==> src/rtl/regfile_port_arbiter.sv <==
// rtl/regfile_port_arbiter.sv - two-requester arbiter for the single regfile port
//
// Shares the one read/write port of the 16x32 register file between the core
// datapath (requester A) and the debug controller (requester B). Every accepted
// request is issued on the port for one cycle. The result then returns to the
// owning requester: the read data, or the echoed write data for a write.
//
// Optional feature macro: REGFILE_ARB_RR_EN
//   defined     - round-robin between A and B when both request
//   not defined - fixed priority, A always beats B (no pointer state)
//
// Ports:
//   clk, rst                 clock; synchronous active-high reset
//   a_req/a_write/a_addr/a_wdata   requester A transaction (held until a_grant)
//   a_grant                  one-cycle pulse: A's request accepted and issued
//   a_rvalid/a_rdata         one-cycle completion pulse; rdata holds between pulses
//   b_*                      identical set for requester B
//   port_addr/port_write/port_wdata   regfile port drive (registered)
//   port_rdata               regfile read data for port_addr
//   busy                     high while a transaction is in ISSUE
module regfile_port_arbiter (
  input  logic        clk,
  input  logic        rst,

  input  logic        a_req,
  input  logic        a_write,
  input  logic [3:0]  a_addr,
  input  logic [31:0] a_wdata,
  output logic        a_grant,
  output logic        a_rvalid,
  output logic [31:0] a_rdata,

  input  logic        b_req,
  input  logic        b_write,
  input  logic [3:0]  b_addr,
  input  logic [31:0] b_wdata,
  output logic        b_grant,
  output logic        b_rvalid,
  output logic [31:0] b_rdata,

  output logic [3:0]  port_addr,
  output logic        port_write,
  output logic [31:0] port_wdata,
  input  logic [31:0] port_rdata,

  output logic        busy
);

  typedef enum logic {
    IDLE  = 1'b0,
    ISSUE = 1'b1
  } state_t;

  state_t      state, state_next;

  // owner: 0 = A, 1 = B
  logic        owner, owner_next;
  logic        pick_b;

  logic        a_grant_next, b_grant_next;
  logic        a_rvalid_next, b_rvalid_next;
  logic [31:0] a_rdata_next, b_rdata_next;
  logic [3:0]  port_addr_next;
  logic        port_write_next;
  logic [31:0] port_wdata_next;
  logic [31:0] result;

`ifdef REGFILE_ARB_RR_EN
  // ptr: 0 = A holds priority, 1 = B holds priority
  logic        ptr, ptr_next;

  assign pick_b = b_req && (!a_req || ptr);
`else
  assign pick_b = b_req && !a_req;
`endif

  // A write returns its own data; a read returns what the regfile presents
  // for the address driven since the previous edge.
  assign result = port_write ? port_wdata : port_rdata;

  assign busy = (state == ISSUE);

  always_ff @(posedge clk) begin
    if (rst) begin
      state      <= IDLE;
      owner      <= 1'b0;
      a_grant    <= 1'b0;
      b_grant    <= 1'b0;
      a_rvalid   <= 1'b0;
      b_rvalid   <= 1'b0;
      a_rdata    <= '0;
      b_rdata    <= '0;
      port_addr  <= '0;
      port_write <= 1'b0;
      port_wdata <= '0;
    end else begin
      state      <= state_next;
      owner      <= owner_next;
      a_grant    <= a_grant_next;
      b_grant    <= b_grant_next;
      a_rvalid   <= a_rvalid_next;
      b_rvalid   <= b_rvalid_next;
      a_rdata    <= a_rdata_next;
      b_rdata    <= b_rdata_next;
      port_addr  <= port_addr_next;
      port_write <= port_write_next;
      port_wdata <= port_wdata_next;
    end
  end

`ifdef REGFILE_ARB_RR_EN
  always_ff @(posedge clk) begin
    if (rst) begin
      ptr <= 1'b0;
    end else begin
      ptr <= ptr_next;
    end
  end
`endif

  always_comb begin
    state_next      = state;
    owner_next      = owner;
    a_grant_next    = 1'b0;
    b_grant_next    = 1'b0;
    a_rvalid_next   = 1'b0;
    b_rvalid_next   = 1'b0;
    a_rdata_next    = a_rdata;
    b_rdata_next    = b_rdata;
    port_addr_next  = port_addr;
    port_write_next = 1'b0;
    port_wdata_next = port_wdata;
`ifdef REGFILE_ARB_RR_EN
    ptr_next        = ptr;
`endif

    case (state)
      IDLE: begin
        if (a_req || b_req) begin
          owner_next = pick_b;
          if (pick_b) begin
            port_addr_next  = b_addr;
            port_write_next = b_write;
            port_wdata_next = b_wdata;
            b_grant_next    = 1'b1;
          end else begin
            port_addr_next  = a_addr;
            port_write_next = a_write;
            port_wdata_next = a_wdata;
            a_grant_next    = 1'b1;
          end
`ifdef REGFILE_ARB_RR_EN
          // Priority passes to whichever requester did not just win.
          ptr_next = !pick_b;
`endif
          state_next = ISSUE;
        end
      end

      ISSUE: begin
        // Requests are not sampled here; a held request wins in the next IDLE.
        if (owner) begin
          b_rvalid_next = 1'b1;
          b_rdata_next  = result;
        end else begin
          a_rvalid_next = 1'b1;
          a_rdata_next  = result;
        end
        state_next = IDLE;
      end

      default: begin
        state_next = IDLE;
      end
    endcase
  end

endmodule
==> config.mk <==
export PLATFORM = sky130hd
export DESIGN_NAME = regfile_port_arbiter
export DESIGN_NICKNAME = d
export VERILOG_FILES = /design/src/rtl/regfile_port_arbiter.sv
export SDC_FILE = /design/constraint.sdc
export NUM_CORES = 1
export LEC_CHECK = 0
export ABC_AREA = 0
export BUFFER_PORTS_ARGS = -buffer_cell sky130_fd_sc_hd__buf_2
export CORE_ASPECT_RATIO = 2
export CORE_UTILIZATION = 41
export CTS_CLUSTER_DIAMETER = 80
export DETAILED_ROUTE_END_ITERATION = 6
export PLACE_DENSITY_LB_ADDON = 0.12
export RECOVER_POWER = 100
export SKIP_CTS_REPAIR_TIMING = 1
export SLEW_MARGIN = 40
export SYNTH_ARGS = -nofsm -noshare
export SYNTH_HDL_FRONTEND = slang
export SYNTH_SLANG_ARGS = --single-unit
==> constraint.sdc <==
create_clock -name clk -period 1.2 [get_ports clk]
set_input_delay 0.24 -clock clk [delete_from_list [all_inputs] [get_ports clk]]
set_output_delay 0.24 -clock clk [all_outputs]
set_load 0.05 [all_outputs]
==> results.txt <==
The overall power came out at 9.57 mW. The path type of the worst setup path is reg2out. The clock insertion delay at the later pin of the skew report came out at 0.35 ns.

The placeable core area came out at 10500 um^2. The number of buffers created by CTS came out at 9. At the worst endpoint, the arrival time is 0.99 ns. The final weighted congestion of routability-driven global placement came out at 0.873. The most frequent cell on the critical path is sky130_fd_sc_hd__buf_12. The critical path starts at port_write. Ranked by instance count, the synthesized netlist is headed by 107 x sky130_fd_sc_hd__dfxtp_1, 101 x sky130_fd_sc_hd__nor2_1, 71 x sky130_fd_sc_hd__a211oi_1. For this design the ratio of total power to cell area is 1470 nW/um^2.

The total nets after synthesis came out at 583. The count of pins over their slew limit came to 0. The transition at the pin with the smallest max-transition slack is 0.287 ns.

The routed design could run at a clock period as short as 1.23 ns. The number of DRC violations after detailed routing is 0. The portion of synthesized area spent on multiplexers is 7.48%. The number of cells on the worst hold path came out at 3. Measured along the x axis, the die boundary spans 75.4 um. The number of global-route vias before repair is 4279.

The share of the synthesized area in the top cell type came out at 48.5%. TritonCTS built the clock tree. The reg-to-reg critical path startpoint is busy.

The area taken by flip-flops and latches is 2150 um^2. Setup repair after global routing could not meet its margin everywhere. In the final layout, the share of cells above drive strength 1 is 45.2%.

The checks that failed: setup timing. The number of hold-slack violations in the final timing report came out at 0. The summed area of non-filler cells in the final layout is 6510 um^2. Max-cap violations in this run came to 0. The cell with the most instances after synthesis is sky130_fd_sc_hd__dfxtp_1. Dividing the final minimum period by the clock period gives 102%.

The average instance in the mapped netlist occupies 9.33 um^2. The depth of the critical timing path with buffers and inverters included came out at 2. The multi-input logic area is 2080 um^2. The total number of vias is 4357. The type of origin of the critical path is a flop. The count of nets left with antenna violations once routing finished came out at 0. The worst-case hold slack is 0.132 ns. The instance area after placement is 5780 um^2. The adder and majority gate portion of the synthesized area is 0%.

The post-synthesis async set-or-reset flop share is 0%. Among cell families on the critical path, the largest total delay comes from flip-flops. Walking the worst path, the cells encountered are buf_12, buf_12. Of all cell types, the one taking the most synthesized area is sky130_fd_sc_hd__dfxtp_1.

The worst min-delay path category is in2reg. The worst setup skew after layout is 0.00788 ns. The combinational family with the most area after synthesis is compound AO/OA/AOI/OAI gates. The run finished, with violations left. The synthesized-area fraction occupied by ao, oa, aoi and oai cells came out at 24.9%. The H-tree depth is 3.

The timing-limited maximum frequency came out at 814 MHz. The maximum number of pins on one net before global-route repair came out at 42. The tree is rooted in a sky130_fd_sc_hd__clkbuf_16. The aggregate global routing overflow is 0. Ranked by total cell area, the synthesized netlist is headed by sky130_fd_sc_hd__dfxtp_1 49%, sky130_fd_sc_hd__a211oi_1 12%, sky130_fd_sc_hd__nor2_1 8.6%. Port buffering added 215 buffers. The synthesized instance count came out at 473. The number of synthesized flops with an enable pin is 0. The total setup violations reported at the end of the flow is 4. The number of search-and-repair iterations in the first detailed-routing pass came out at 4. The maximum vdd drop came out at 1.01 mV.

The kind of end point of the critical path is a primary output. The total buffers and inverters traversed by the critical path came out at 2. The total routing resource utilization after global routing is 23.9%. The sequential share of the synthesized area came out at 48.5%. In this run the core area contains 53 standard-cell rows. The combined area of all synthesized cells is 4410 um^2. Counting the fill cells in the layout gives 979. The total length of routed wires is 14200 um. The detailed-route vias per instance came out at 5.26.

In the synthesized netlist the dominant register cell turns out to be sky130_fd_sc_hd__dfxtp_1. The number of unique standard cell types used by synthesis is 20. The die is 149 um tall. The synthesized netlist devotes 13.2% of its cell area to simple gates. The HPWL after detailed placement is 9950 um. The analysis attributes to cell leakage a power of 2.80 nW. The maximum cell stage delay along the critical path is 0.37 ns. The layout overhead on the synthesized area came out at 47.5%. The worst relative slew slack came out at 80.3%.

Following the worst setup path forward leads to its endpoint at port_write. Counting along the longest clock path gives a buffer depth of 2. The number of sinks on the clock net is 107. The slowest stage of the critical path is the sky130_fd_sc_hd__dfxtp_4 cell. The number of nets in the finished design is 795. STA puts the critical path data required time at 0.96 ns. The utilization after layout came out at 62.1%. The initial antenna violation count is 1. The average wire per cell in the routed design is 17.1 um. The XOR/XNOR share of the synthesized area came out at 0%. The clock transition at the register clock pins on the worst setup and hold paths after CTS is 0.07 ns. The worst reg2reg path endpoint is a_rdata[5]. The initial DRC count came out at 125.

The die covers 11200 um^2. The number of cells on the worst reg-to-reg path came out at 4. The number of warning messages in the yosys log came out at 0. Of all nets on the critical path, the largest fanout is 6. The initial core utilization is 42.1%.

The worst register-to-register path has a setup slack of -0.02 ns. The register bit total from synthesis came out at 107. The minimum setup slack after placement came out at -0.0200 ns. 216 I/O pins were placed. The first global-routing pass estimated 20100 um of wire. Setup slack on the critical path of the routed design comes to -0.0283 ns.
## layout by cell type (no fill, tap or decap), types with 10 or more instances in the layout
cell type	count
sky130_fd_sc_hd__nand2_1	39
sky130_fd_sc_hd__buf_6	14
sky130_fd_sc_hd__buf_4	46
sky130_fd_sc_hd__nor2_1	101
sky130_fd_sc_hd__a211oi_1	70
sky130_fd_sc_hd__a21oi_1	26
sky130_fd_sc_hd__a21oi_2	10
sky130_fd_sc_hd__clkbuf_16	11
sky130_fd_sc_hd__clkbuf_4	59
sky130_fd_sc_hd__a211oi_2	29
sky130_fd_sc_hd__dfxtp_1	102
sky130_fd_sc_hd__buf_2	111
sky130_fd_sc_hd__buf_12	12
sky130_fd_sc_hd__mux2i_1	32
## per-stage QoR
stage                     TNS, ns  instances
after floorplan            -0.734        473
after global placement          0        802
after detailed placement  -0.0775        802
after CTS                   -1.85        818
after global routing       -0.805        828
final                     -0.0495        828
## sequential cells by signal (all words and copies together), names as in the netlist
signal / cells
port_addr: 4
a_rvalid: 1
owner: 1
b_rdata: 32
port_write: 1
port_wdata: 32
b_rvalid: 1
a_rdata: 32
b_grant: 1
busy: 1
a_grant: 1
## power breakdown
part / total [mW] / internal [mW] / leakage (nW) / switching, mW
sequential: 3.99 / 3.80 / 0.882 / 0.186
clock: 2.98 / 1.68 / 0.143 / 1.31
combinational: 2.59 / 0.928 / 1.77 / 1.67
total: 9.57 / 6.41 / 2.80 / 3.16
## per-layer routing
layer  global-route usage (%)  vias up  wire, um
li1                         -     2095         -
met1                     24.4     2044      5030
met2                     43.3      170      7740
met3                     5.00       48       777
met4                     12.7        0       609
met5                        0        -         0
## worst min-delay path: stages
cell                       delay (ns)
sky130_fd_sc_hd__buf_2           0.10
sky130_fd_sc_hd__nand2_1         0.04
sky130_fd_sc_hd__a211oi_1        0.05
## worst min-delay path by stage
stage	to	slack [ns]	start
after floorplan	port_addr[3]	0.38	a_addr[3]
after global placement	a_grant	0.45	busy
after detailed placement	a_grant	0.46	busy
after CTS	port_wdata[2]	0.13	a_wdata[2]
after global routing	port_wdata[2]	0.13	a_wdata[2]
final	port_wdata[12]	0.13	a_wdata[12]
## layout make-up
class | instances | area share, %
sequential | 107 | 33.1
multi-input combinational | 320 | 32.0
timing repair buffer | 247 | 27.7
clock buffer | 12 | 3.79
tap | 137 | 2.63
clock inverter | 4 | 0.749
antenna | 1 | 0.0384
## cell families (layout without fill, tap and decap cells)
logic type / Yosys count / in the layout
and+or+nand+nor: 149 / 149
AOI/OAI and AO/OA: 138 / 138
muxes: 33 / 33
DFF: 107 / 107
buffers and inverters: 46 / 263
other: 0 / 1
No activity file was read; power rests on OpenSTA's default activity.
